[config.mk]
export PLATFORM = sky130hd
export DESIGN_NAME = seq_key_lock
export DESIGN_NICKNAME = d
export VERILOG_FILES = /design/src/rtl/seq_lock_pkg.sv /design/src/rtl/seq_lock_lfsr.sv /design/src/rtl/seq_key_lock.sv
export SDC_FILE = /design/constraint.sdc
export NUM_CORES = 1
export LEC_CHECK = 0
export ABC_AREA = 1
export ABC_CLOCK_PERIOD_IN_PS = 2900
export CAP_MARGIN = 20
export CORE_UTILIZATION = 42
export DETAILED_ROUTE_END_ITERATION = 6
export PLACE_DENSITY = 0.8
export SETUP_SLACK_MARGIN = 0.3
export SYNTH_ARGS = -nofsm -noshare
export SYNTH_HDL_FRONTEND = slang
export SYNTH_SLANG_ARGS = --single-unit
[constraint.sdc]
create_clock -name CK -period 2.9 [get_ports CK]
set_input_delay 0.58 -clock CK [delete_from_list [all_inputs] [get_ports CK]]
set_output_delay 0.58 -clock CK [all_outputs]
set_load 0.1 [all_outputs]
[src/rtl/seq_lock_pkg.sv]
// Shared types and helpers for the sequential key lock: FSM state encoding,
// maximal-length LFSR tap masks and key-word extraction from the packed key sequence.
package seq_lock_pkg;

  typedef enum logic [1:0] {
    CHECK    = 2'd0,
    UNLOCKED = 2'd1,
    TRAP     = 2'd2
  } lock_state_t;

  localparam int KEY_MAX = 32;
  localparam int SEQ_MAX = 1024;

  // Fibonacci tap masks (bit n-1 set for tap n) of primitive polynomials.
  function automatic logic [31:0] lfsr_taps(input int w);
    case (w)
      2:       lfsr_taps = 32'h0000_0003;
      3:       lfsr_taps = 32'h0000_0006;
      4:       lfsr_taps = 32'h0000_000C;
      5:       lfsr_taps = 32'h0000_0014;
      6:       lfsr_taps = 32'h0000_0030;
      7:       lfsr_taps = 32'h0000_0060;
      8:       lfsr_taps = 32'h0000_00B8;
      9:       lfsr_taps = 32'h0000_0110;
      10:      lfsr_taps = 32'h0000_0240;
      11:      lfsr_taps = 32'h0000_0500;
      12:      lfsr_taps = 32'h0000_0829;
      13:      lfsr_taps = 32'h0000_100D;
      14:      lfsr_taps = 32'h0000_2015;
      15:      lfsr_taps = 32'h0000_6000;
      16:      lfsr_taps = 32'h0000_D008;
      17:      lfsr_taps = 32'h0001_2000;
      18:      lfsr_taps = 32'h0002_0400;
      19:      lfsr_taps = 32'h0004_0023;
      20:      lfsr_taps = 32'h0009_0000;
      21:      lfsr_taps = 32'h0014_0000;
      22:      lfsr_taps = 32'h0030_0000;
      23:      lfsr_taps = 32'h0042_0000;
      24:      lfsr_taps = 32'h00E1_0000;
      25:      lfsr_taps = 32'h0120_0000;
      26:      lfsr_taps = 32'h0200_0023;
      27:      lfsr_taps = 32'h0400_0013;
      28:      lfsr_taps = 32'h0900_0000;
      29:      lfsr_taps = 32'h1400_0000;
      30:      lfsr_taps = 32'h2000_0029;
      31:      lfsr_taps = 32'h4800_0000;
      32:      lfsr_taps = 32'h8020_0003;
      default: lfsr_taps = 32'h0000_0000;
    endcase
  endfunction

  // Word i of a packed sequence of k-bit words, zero-extended to KEY_MAX bits.
  function automatic logic [KEY_MAX-1:0] key_word(input logic [SEQ_MAX-1:0] seq,
                                                  input int k, input int i);
    logic [KEY_MAX-1:0] m;
    m = (k >= KEY_MAX) ? {KEY_MAX{1'b1}} : ((KEY_MAX'(1) << k) - KEY_MAX'(1));
    return KEY_MAX'(seq >> (i * k)) & m;
  endfunction

endpackage

[src/rtl/seq_lock_lfsr.sv]
// Free-running W-bit Fibonacci LFSR used as the locked-state output mask.
// Only built when LOCK_LFSR_EN is defined.
`ifdef LOCK_LFSR_EN
module seq_lock_lfsr
  import seq_lock_pkg::*;
#(
  parameter int              W    = 8,
  parameter logic [W-1:0]    SEED = 8'h01
) (
  input  logic         CK,
  input  logic         RST,
  input  logic         en,
  output logic [W-1:0] state
);

  localparam logic [W-1:0] TAPS = W'(lfsr_taps(W));

  // Shift in the tap parity while enabled, hold otherwise.
  always_ff @(posedge CK or posedge RST) begin
    if (RST) begin
      state <= SEED;
    end else if (en) begin
      state <= {state[W-2:0], ^(state & TAPS)};
    end else begin
      state <= state;
    end
  end

endmodule
`endif

[src/rtl/seq_key_lock.sv]
// Sequential logic-locking wrapper: a D-word key-sequence FSM gating W XOR/XNOR key gates.
// Define LOCK_LFSR_EN to scramble locked outputs with an LFSR mask instead of plain inversion.
module seq_key_lock
  import seq_lock_pkg::*;
#(
  parameter int             W        = 8,
  parameter int             K        = 8,
  parameter int             D        = 4,
  parameter logic [D*K-1:0] KEY_SEQ  = {8'hC3, 8'h5A, 8'h3C, 8'hA5},
  parameter logic [W-1:0]   GATE_POL = 8'h00,
  parameter logic [W-1:0]   SEED     = 8'h01
) (
  input  logic         CK,
  input  logic         RST,
  input  logic [K-1:0] keyinput,
  input  logic         key_valid,
  input  logic [W-1:0] func_out,
  output logic [W-1:0] obf_out,
  output logic         unlocked,
  output logic         lock_err
);

  localparam int IW = (D > 1) ? $clog2(D) : 1;

  if (D < 1) begin : g_bad_depth
    $error("seq_key_lock: D must be at least 1");
  end
  if (SEED == {W{1'b0}}) begin : g_bad_seed
    $error("seq_key_lock: SEED must be nonzero");
  end

  lock_state_t        state_r, state_nx;
  logic [IW-1:0]      idx_r, idx_nx;
  logic [KEY_MAX-1:0] word_s;
  logic               key_hit_s;
  logic [W-1:0]       kbit_s, g_s, mask_s;

  assign word_s    = key_word(SEQ_MAX'(KEY_SEQ), K, int'(idx_r));
  assign key_hit_s = (KEY_MAX'(keyinput) == word_s);

  // Next-state logic; any unknown encoding falls into TRAP.
  always_comb begin
    state_nx = state_r;
    idx_nx   = idx_r;
    case (state_r)
      CHECK: begin
        if (key_valid) begin
          if (key_hit_s) begin
            if (idx_r == IW'(D - 1)) begin
              state_nx = UNLOCKED;
            end else begin
              idx_nx = idx_r + IW'(1);
            end
          end else begin
            state_nx = TRAP;
          end
        end else begin
          state_nx = CHECK;
        end
      end
      UNLOCKED: state_nx = UNLOCKED;
      TRAP:     state_nx = TRAP;
      default:  state_nx = TRAP;
    endcase
  end

  // The polarity terms cancel, so locked outputs are inverted whatever GATE_POL is.
  assign kbit_s = GATE_POL ^ {W{~unlocked}};
  assign g_s    = func_out ^ kbit_s ^ GATE_POL;

`ifdef LOCK_LFSR_EN
  logic [W-1:0] lfsr_s;

  seq_lock_lfsr #(
    .W    (W),
    .SEED (SEED)
  ) u_lfsr (
    .CK    (CK),
    .RST   (RST),
    .en    (~unlocked),
    .state (lfsr_s)
  );

  assign mask_s = unlocked ? {W{1'b0}} : lfsr_s;
`else
  assign mask_s = {W{1'b0}};
`endif

  // State, flags and protected outputs; flags decode the next state so they track it exactly.
  always_ff @(posedge CK or posedge RST) begin
    if (RST) begin
      state_r  <= CHECK;
      idx_r    <= {IW{1'b0}};
      unlocked <= 1'b0;
      lock_err <= 1'b0;
      obf_out  <= {W{1'b0}};
    end else begin
      state_r  <= state_nx;
      idx_r    <= idx_nx;
      unlocked <= (state_nx == UNLOCKED);
      lock_err <= (state_nx == TRAP);
      obf_out  <= g_s ^ mask_s;
    end
  end

endmodule

==> flow_summary.yaml, run 1 <==
grt:
  grt_pass1_vias: 419
  antenna_found_initial: 0
  grt_overflow_total: 0
  grt_pass1_wl_um: 1640
  grt_max_degree: 15
  track_usage: 0.159
yosys:
  synth.distinct_cells: 14
  syn_area_per_cell_um2: 9.64
  synthesis.area_um2: 627
  synthTopCellsByArea: "dfrtp_1 (56%), xnor2_1 (11%), nand2_1 (7.8%)"
  syn_nets: 85
  synthCells: 65
  yosysTopAreaCell: "dfrtp_1"
  ys_ff_latch: 14
  synth_seq_area_share: 0.559
  synth_top_area_frac: 0.559
  yosys_warnings: 0
clock_network:
  cts_max_level: 1
  ctsHoldBuffers: 0
  cts_buffers: 3
  clk_latency_ns: 0.28
  clk_path_buf_depth: 2
  ctsResizeCount: 0
  clockRootBuffer: "clkbuf_4"
  clk_pin_slew_worst_paths_ns: 0.08
  post-cts-setup-buffers: 0
  cts_tree: "yes"
  numClockSinks: 14
floorplan:
  fp.coreArea_um2: 1350
  start_util: 0.464
  die_h_um: 40.6
  die_width_um: 40.6
  die_area_um2: 1650
  fp-row-count: 13
  io_pins: 29
critical_path:
  cp_max_fo: 9
  critPathBufInv: 1
  cp_top_family: "flip-flops"
  slowest_stage: "dfrtp_1"
  crit_chain: "buf_4"
  worst_ep_required_time_ns: 2.32
  path_class: "register to primary output"
  endpoint_kind: "primary output"
  start_kind: "register"
  cp_slowest_stage_delay_ns: 0.61
  arrival_ns: 1.26
sta:
  finalSetupTns_ns: 0
  period_share: 0.636
  skew_ns: 0.00186
  setup_viol_count_final: 0
  timing.fmax_mhz: 542
  hold_viol_final: 0
  worst_pin_slew_ns: 0.498
  fin_crit_ns: 1.84
  grt_setup_unrepaired: "false"
  drv_slew: 0
  relSlewSlack: 0.667
power:
  p_sw_uw: 118
  pwr-share-clk: 0.314
  p_seq_frac: 0.471
  power.internal_uw: 311
  power_density_nw_per_um2: 460
  ir_drop_uv: 391
  p_leak_nw: 0.456
  swShare: 0.275
  combPwrFrac: 0.215
finish:
  area_delta_synth_final_pct: 48.7
  drive_gt1_frac: 0.188
  final_util: 0.690
  nFillCells: 109
  antennaDiodeCount: 0
  finalInstanceArea_um2: 932
  nets: 117
detailed_routing:
  wl_met2_um: 619
  drt-pass1-iter-count: 5
  drt_wl_total_um: 1160
  top_layer: "met4"
  vias: 503
  wl_met3_um: 54
  wl_met1_um: 477
  first_iter_violations: 13
  detail_route.wl_per_cell_um: 10.4
  drc: 0
  final_antenna_net_count: 0
  vias_per_cell: 4.53
place:
  place_area_um2: 896
  dp_hpwl_um: 979
  port-buffer-count: 28
  place_congestion: 0.724
min_path:
  worstHoldPathType: "register to register"
run:
  drv_cap: 0
outcome:
  status: "completed"
==> layout make-up <==
type | instances | area, µm² | share of cell area
Sequential cell | 14 | 350 | 0.376
Multi-Input combinational cell | 42 | 241 | 0.259
Timing Repair Buffer | 28 | 255 | 0.274
Clock buffer | 4 | 36.3 | 0.0389
Inverter | 8 | 30.0 | 0.0322
Tap cell | 15 | 18.8 | 0.0201
==> logic make-up after synthesis <==
kind of cell	Yosys count	share of synthesized area
buf+inv	9	0.0559
flops	14	0.559
xor+xnor	8	0.112
compound gates	4	0.0399
simple gates	29	0.214
fa+ha+maj	1	0.0200
==> power by group through the flow <==
stage	Sequential, mW	Combinational (mW)	Clock [mW]
detailed placement	0.206	0.0927	0
CTS	0.202	0.0928	0.139
global placement	0.206	0.0917	0
floorplan	0.248	0.0120	0
global route	0.203	0.0973	0.144
finish	0.202	0.0921	0.134
==> path summary, 6_finish.rpt <==
check,depth (start not counted),slack (ns),start,end
worst max-delay path,1,1.06,unlocked,unlocked
worst max register to register,8,1.51,idx_r[1],idx_r[1]
worst min-delay path,1,0.51,state_r[1],unlocked
min in group asynchronous,2,0.62,RST,obf_out[0]
worst min register to register,1,0.51,state_r[1],unlocked
max in group asynchronous,2,1.95,RST,obf_out[4]
==> flip-flops by register name, indices dropped and copies added (netlist names) <==
name,cells
idx_r,2
lock_err,1
obf_out,8
state_r,2
unlocked,1
==> per-stage QoR <==
| step | hold WS, ns | power (mW) | cells | setup WS (ns) |
|---|---|---|---|---|
| global placement | 0.492 | 0.298 | 107 | 1.21 |
| global route | 0.552 | 0.444 | 111 | 1.00 |
| CTS | 0.508 | 0.434 | 111 | 1.04 |
| finish | 0.512 | 0.429 | 111 | 1.06 |
| detailed placement | 0.497 | 0.299 | 107 | 1.17 |
| floorplan | 0.467 | 0.260 | 65 | 1.43 |
==> cell usage after synthesis, drive strengths merged <==
master,n
nor2,8
xnor2,8
nand2,15
o21bai,2
buf,1
nand3,3
nor3,1
inv,8
ha,1
nand4,2
dfrtp,14
a21oi,2
==> metal layers <==
| layer | track usage | vias up |
|---|---|---|
| met1 | 0.167 | 228 |
| met2 | 0.258 | 11 |
| met3 | 0.0924 | 2 |
| li1 | - | 262 |
| met5 | 0 | - |
| met4 | 0.0667 | 0 |
==> placed cells by master, fill, tap and decap left out <==
cell type	Yosys	routed
nand3_1	2	2
nor2_1	8	8
nand2_1	13	13
nand3_2	1	1
inv_1	8	8
nand2_2	2	2
a21oi_1	2	2
clkdlybuf4s50_1	0	18
xnor2_1	8	8
nor3_2	1	1
o21bai_1	2	2
ha_1	1	1
nand4_1	2	2
clkbuf_4	0	3
dfrtp_1	14	14
clkbuf_8	0	1
buf_4	0	10
(Power assumes the default switching activity.)
==> run 2, diff against run 1 <==
--- a/config.mk
+++ b/config.mk
@@ -6,11 +6,11 @@
 export NUM_CORES = 1
 export LEC_CHECK = 0
 export ABC_AREA = 1
-export ABC_CLOCK_PERIOD_IN_PS = 2900
+export ABC_CLOCK_PERIOD_IN_PS = 1800
 export CAP_MARGIN = 20
-export CORE_UTILIZATION = 42
+export CORE_UTILIZATION = 39
 export DETAILED_ROUTE_END_ITERATION = 6
-export PLACE_DENSITY = 0.8
+export PLACE_DENSITY = 0.75
 export SETUP_SLACK_MARGIN = 0.3
 export SYNTH_ARGS = -nofsm -noshare
 export SYNTH_HDL_FRONTEND = slang
==> constraint.sdc (replaced) <==
create_clock -name CK -period 1.8 [get_ports CK]
set_input_delay 0.36 -clock CK [delete_from_list [all_inputs] [get_ports CK]]
set_output_delay 0.36 -clock CK [all_outputs]
set_load 0.1 [all_outputs]
==> flow_summary.yaml, run 2 (synthesis gave the netlist of run 1 again) <==
outcome:
  status: "completed"
finish:
  drive_gt1_frac: 0.196
  multi_input_area_um2: 241
  reg_top3: "obf_out x8, idx_r x2, state_r x2"
  nets: 119
  nFillCells: 115
  final_common_cell: "clkdlybuf4s50_1"
  antennaDiodeCount: 0
  top_register: "obf_out"
  ff_latch_area_um2: 350
  layout_common_cells: "clkdlybuf4s50_1 (18), dfrtp_1 (14), nand2_1 (13)"
  area_delta_synth_final_pct: 69.1
  largest_register_ffs: 8
grt:
  grt_use_met3: 0.0517
  grt_pass1_wl_um: 2060
  track_usage: 0.156
  antenna_found_initial: 0
  grt_pass1_vias: 520
  met2_usage: 0.288
  grt_max_degree: 15
  use_met1: 0.164
  grt_overflow_total: 0
  busiest_layer: "met2"
critical_path:
  cp_max_fo: 5
  start_kind: "register"
  worst_ep_required_time_ns: 1.97
  arrival_ns: 1.55
  worst_r2r_path_depth: 8
  slowest_stage: "dfrtp_1"
  path_class: "register to register"
  endpoint_kind: "register"
  cpMostUsedCell: "nand2_1"
  rr_endpoint: "idx_r[1]"
  cp_slowest_stage_delay_ns: 0.41
  rr_startpoint: "idx_r[1]"
  regToRegSetupSlack_ns: 0.42
  crit_chain: "ha_1, inv_1, nor2_1, nand2_1, nand2_2, nand3_1, nand2_1, nand2_1"
power:
  p_leak_nw: 0.504
  power_density_nw_per_um2: 629
  ir_drop_uv: 526
  power.total_uw: 667
detailed_routing:
  drt-pass1-iter-count: 2
  detail_route.wl_per_cell_um: 10.8
  vias: 523
  first_iter_violations: 6
  drt_wl_total_um: 1220
  final_antenna_net_count: 0
  vias_per_cell: 4.63
  drc: 0
sta:
  setup_viol_count_final: 0
  worst_pin_slew_ns: 0.503
  period_share: 0.765
  finalSetupTns_ns: 0
  hold_viol_final: 0
  relSlewSlack: 0.665
  skew_ns: 0.00700
  drv_slew: 0
  timing.fmax_mhz: 726
  fin_crit_ns: 1.38
  grt_setup_unrepaired: "false"
clock_network:
  clk_pin_slew_worst_paths_ns: 0.07
  clockRootBuffer: "clkbuf_4"
  ctsHoldBuffers: 0
  cts_max_level: 1
  clk_path_buf_depth: 2
  ctsResizeCount: 0
  cts_buffers: 3
  numClockSinks: 14
  clk_latency_ns: 0.27
  cts_tree: "yes"
floorplan:
  io_pins: 29
  die_area_um2: 1770
  fp-row-count: 14
  start_util: 0.416
  die_width_um: 42.1
  die_h_um: 42.1
  fp.coreArea_um2: 1510
min_path:
  worstHoldPathType: "input pin to async pin"
place:
  dp_hpwl_um: 1020
  place_congestion: 0.691
  port-buffer-count: 28
run:
  drv_cap: 0
-- run 2: cell types whose count changed in the layout (fill, tap and decap cells not counted), sizes merged --
cell,before,now
buf,10,12
clkbuf,4,3
-- run 2: how the worst max path moves through the flow --
stage,startpoint,endpoint,slack [ns],cells after the start
after CTS,idx_r[1],idx_r[1],0.41,8
after detailed placement,keyinput[1],idx_r[1],0.30,8
after global placement,keyinput[1],idx_r[0],0.33,8
after floorplan,unlocked,obf_out[0],0.33,2
final,idx_r[1],idx_r[1],0.42,8
after global routing,idx_r[1],idx_r[1],0.32,8
-- run 2: final cells by class --
| cell class | instances | share of cell area |
|---|---|---|
| clock buffer | 3 | 0.0213 |
| inverter | 8 | 0.0283 |
| multi-input combinational | 42 | 0.228 |
| sequential | 14 | 0.331 |
| tap | 16 | 0.0189 |
| timing repair buffer | 30 | 0.373 |
-- run 2: repair_timing --
item	CTS	global route
setup endpoints to repair	0	1
hold endpoints to repair	0	0
setup buffers	0	1
-- run 2: worst max-delay path, delay by kind of cell (launching register included) --
family | cells | cell delay, ns
buffers and inverters | 1 | 0.04
adder cells (fa/ha/maj) | 1 | 0.32
flip-flops | 1 | 0.41
AND/OR/NAND/NOR | 6 | 0.51
-- run 2: power breakdown --
group	total [mW]	switching [mW]	internal (mW)
logic	0.172	0.0943	0.0780
registers	0.331	0.00766	0.324
clock network	0.163	0.0859	0.0774
-- run 2: layer usage --
layer / up-vias / part of all wire
met2: 7 / 0.57
met4: 0 / 0
met5: - / 0
met1: 249 / 0.40
li1: 267 / -
met3: 0 / 0.033
-- run 2: through the flow --
step                      instance area (µm²)  worst slack, ns  std cells  hold slack, ns   util
final                                    1060            0.423        113           0.430  0.703
after global routing                     1060            0.316        113           0.486  0.703
after CTS                                1050            0.410        112           0.458  0.699
after detailed placement                 1030            0.296        109           0.505  0.684
after global placement                   1030            0.327        109           0.493  0.684
after floorplan                           627            0.331         65           0.249      -
==> run 3, diff against run 2 <==
--- a/config.mk
+++ b/config.mk
@@ -6,11 +6,11 @@
 export NUM_CORES = 1
 export LEC_CHECK = 0
 export ABC_AREA = 1
-export ABC_CLOCK_PERIOD_IN_PS = 1800
+export ABC_CLOCK_PERIOD_IN_PS = 1100
 export CAP_MARGIN = 20
-export CORE_UTILIZATION = 39
+export CORE_UTILIZATION = 35
 export DETAILED_ROUTE_END_ITERATION = 6
-export PLACE_DENSITY = 0.75
+export PLACE_DENSITY = 0.71
 export SETUP_SLACK_MARGIN = 0.3
 export SYNTH_ARGS = -nofsm -noshare
 export SYNTH_HDL_FRONTEND = slang
==> constraint.sdc (replaced) <==
create_clock -name CK -period 1.1 [get_ports CK]
set_input_delay 0.22 -clock CK [delete_from_list [all_inputs] [get_ports CK]]
set_output_delay 0.22 -clock CK [all_outputs]
set_load 0.1 [all_outputs]
==> flow_summary.yaml, run 3 (synthesis gave the netlist of run 1 again) <==
outcome:
  status: "finished with violations"
  violations: "negative setup slack"
critical_path:
  path_class: "register to register"
  cp_max_fo: 5
  endpoint_kind: "register"
  regToRegSetupSlack_ns: -0.24
  worst_r2r_path_depth: 7
  start_kind: "register"
  worst_ep_required_time_ns: 1.31
  rr_startpoint: "idx_r[1]"
  arrival_ns: 1.55
  rr_endpoint: "unlocked"
finish:
  largest_register_ffs: 8
  nets: 124
  stdcell_count: 127
  finalInstanceArea_um2: 1260
  drive_gt1_frac: 0.485
  final_common_cell: "clkdlybuf4s50_1"
  reg_top3: "obf_out x8, idx_r x2, state_r x2"
  top_register: "obf_out"
  layout_common_cells: "clkdlybuf4s50_1 (18), nand2_1 (13), buf_12 (11)"
  final_util: 0.792
  area_delta_synth_final_pct: 101
  antennaDiodeCount: 0
sta:
  worst_pin_slew_ns: 0.250
  grt_setup_unrepaired: "true"
  timing.fmax_mhz: 747
  fin_crit_ns: 1.34
  relSlewSlack: 0.832
  skew_ns: 0.00996
  worst_slack_ns: -0.239
  hold_viol_final: 0
  drv_slew: 0
  whs_ns: 0.225
  period_share: 1.22
  setup_viol_count_final: 16
detailed_routing:
  drt_wl_total_um: 1390
  detail_route.wl_per_cell_um: 11.0
  vias: 546
  vias_per_cell: 4.30
  first_iter_violations: 4
  drc: 0
  drt-pass1-iter-count: 4
  final_antenna_net_count: 0
floorplan:
  start_util: 0.393
  io_pins: 29
  die_h_um: 44.3
  fp.coreArea_um2: 1590
  die_area_um2: 1960
  fp-row-count: 14
  die_width_um: 44.3
place:
  place_congestion: 0.760
  place_area_um2: 1100
  dp.cells: 120
  dp_hpwl_um: 931
  pre_cts_ws_ns: -0.268
  port-buffer-count: 28
clock_network:
  cts_tree: "yes"
  numClockSinks: 14
  ctsHoldBuffers: 0
  clk_latency_ns: 0.28
  clk_path_buf_depth: 2
  clk_pin_slew_worst_paths_ns: 0.09
  cts_buffers: 3
  clockRootBuffer: "clkbuf_4"
  cts_max_level: 1
power:
  power_density_nw_per_um2: 962
  ir_drop_uv: 923
  p_leak_nw: 0.587
grt:
  track_usage: 0.148
  grt_overflow_total: 0
  grt_pass1_wl_um: 2100
  grt_pass1_vias: 487
  grt_max_degree: 15
  antenna_found_initial: 0
min_path:
  worstHoldPathType: "input pin to async pin"
run:
  drv_cap: 0
## run 3: changes by cell type in the layout (fill, tap and decap cells not counted), sizes merged
cell,delta
buf,+5
clkbuf,+1
## run 3: how the worst max path moves through the flow
stage                start        to  slack (ns)
2_1_floorplan     idx_r[0]  lock_err       -0.15
3_3_place_gp     key_valid  idx_r[0]       -0.23
3_5_place_dp   keyinput[5]  idx_r[0]       -0.27
4_1_cts           idx_r[1]  lock_err       -0.20
5_1_grt           idx_r[1]  idx_r[0]       -0.35
6_report          idx_r[1]  unlocked       -0.24
## run 3: worst max-delay path, stage by stage, from the launching register on
cell	delay [ns]
dfrtp_1	0.42
ha_4	0.30
inv_2	0.03
nor2_1	0.08
nand2_1	0.07
nand2_2	0.11
nand3_2	0.12
a21oi_2	0.14
## run 3: per-layer routing
metal | part of all wire | GRT usage
met4 | 0 | 0.0364
met1 | 0.40 | 0.187
met5 | 0 | 0
met3 | 0.033 | 0.0612
met2 | 0.57 | 0.238
## run 3: what timing repair did
action,CTS,global route
setup buffers,1,2
pin swaps,5,2
gates resized for setup,5,13
setup endpoints to repair,24,24
## run 3: per-stage QoR
stage | total power, mW | TNS (ns)
floorplan | 0.700 | -0.831
global placement | 0.846 | -1.29
detailed placement | 0.850 | -1.54
CTS | 1.20 | -1.73
global route | 1.27 | -2.85
finish | 1.21 | -1.90
## run 3: power by group
part	internal [mW]	switching (mW)	total, mW	leakage, nW
logic	0.140	0.163	0.302	0.408
registers	0.538	0.0127	0.551	0.158
clock network	0.201	0.159	0.361	0.0210
## run 3: cell type report
type / instances / area [µm²]
Timing Repair Buffer: 35 / 449
Sequential cell: 14 / 388
Fill cell: 101 / 332
Multi-Input combinational cell: 42 / 329
Clock buffer: 4 / 36.3
Inverter: 8 / 30.0
Tap cell: 24 / 30.0
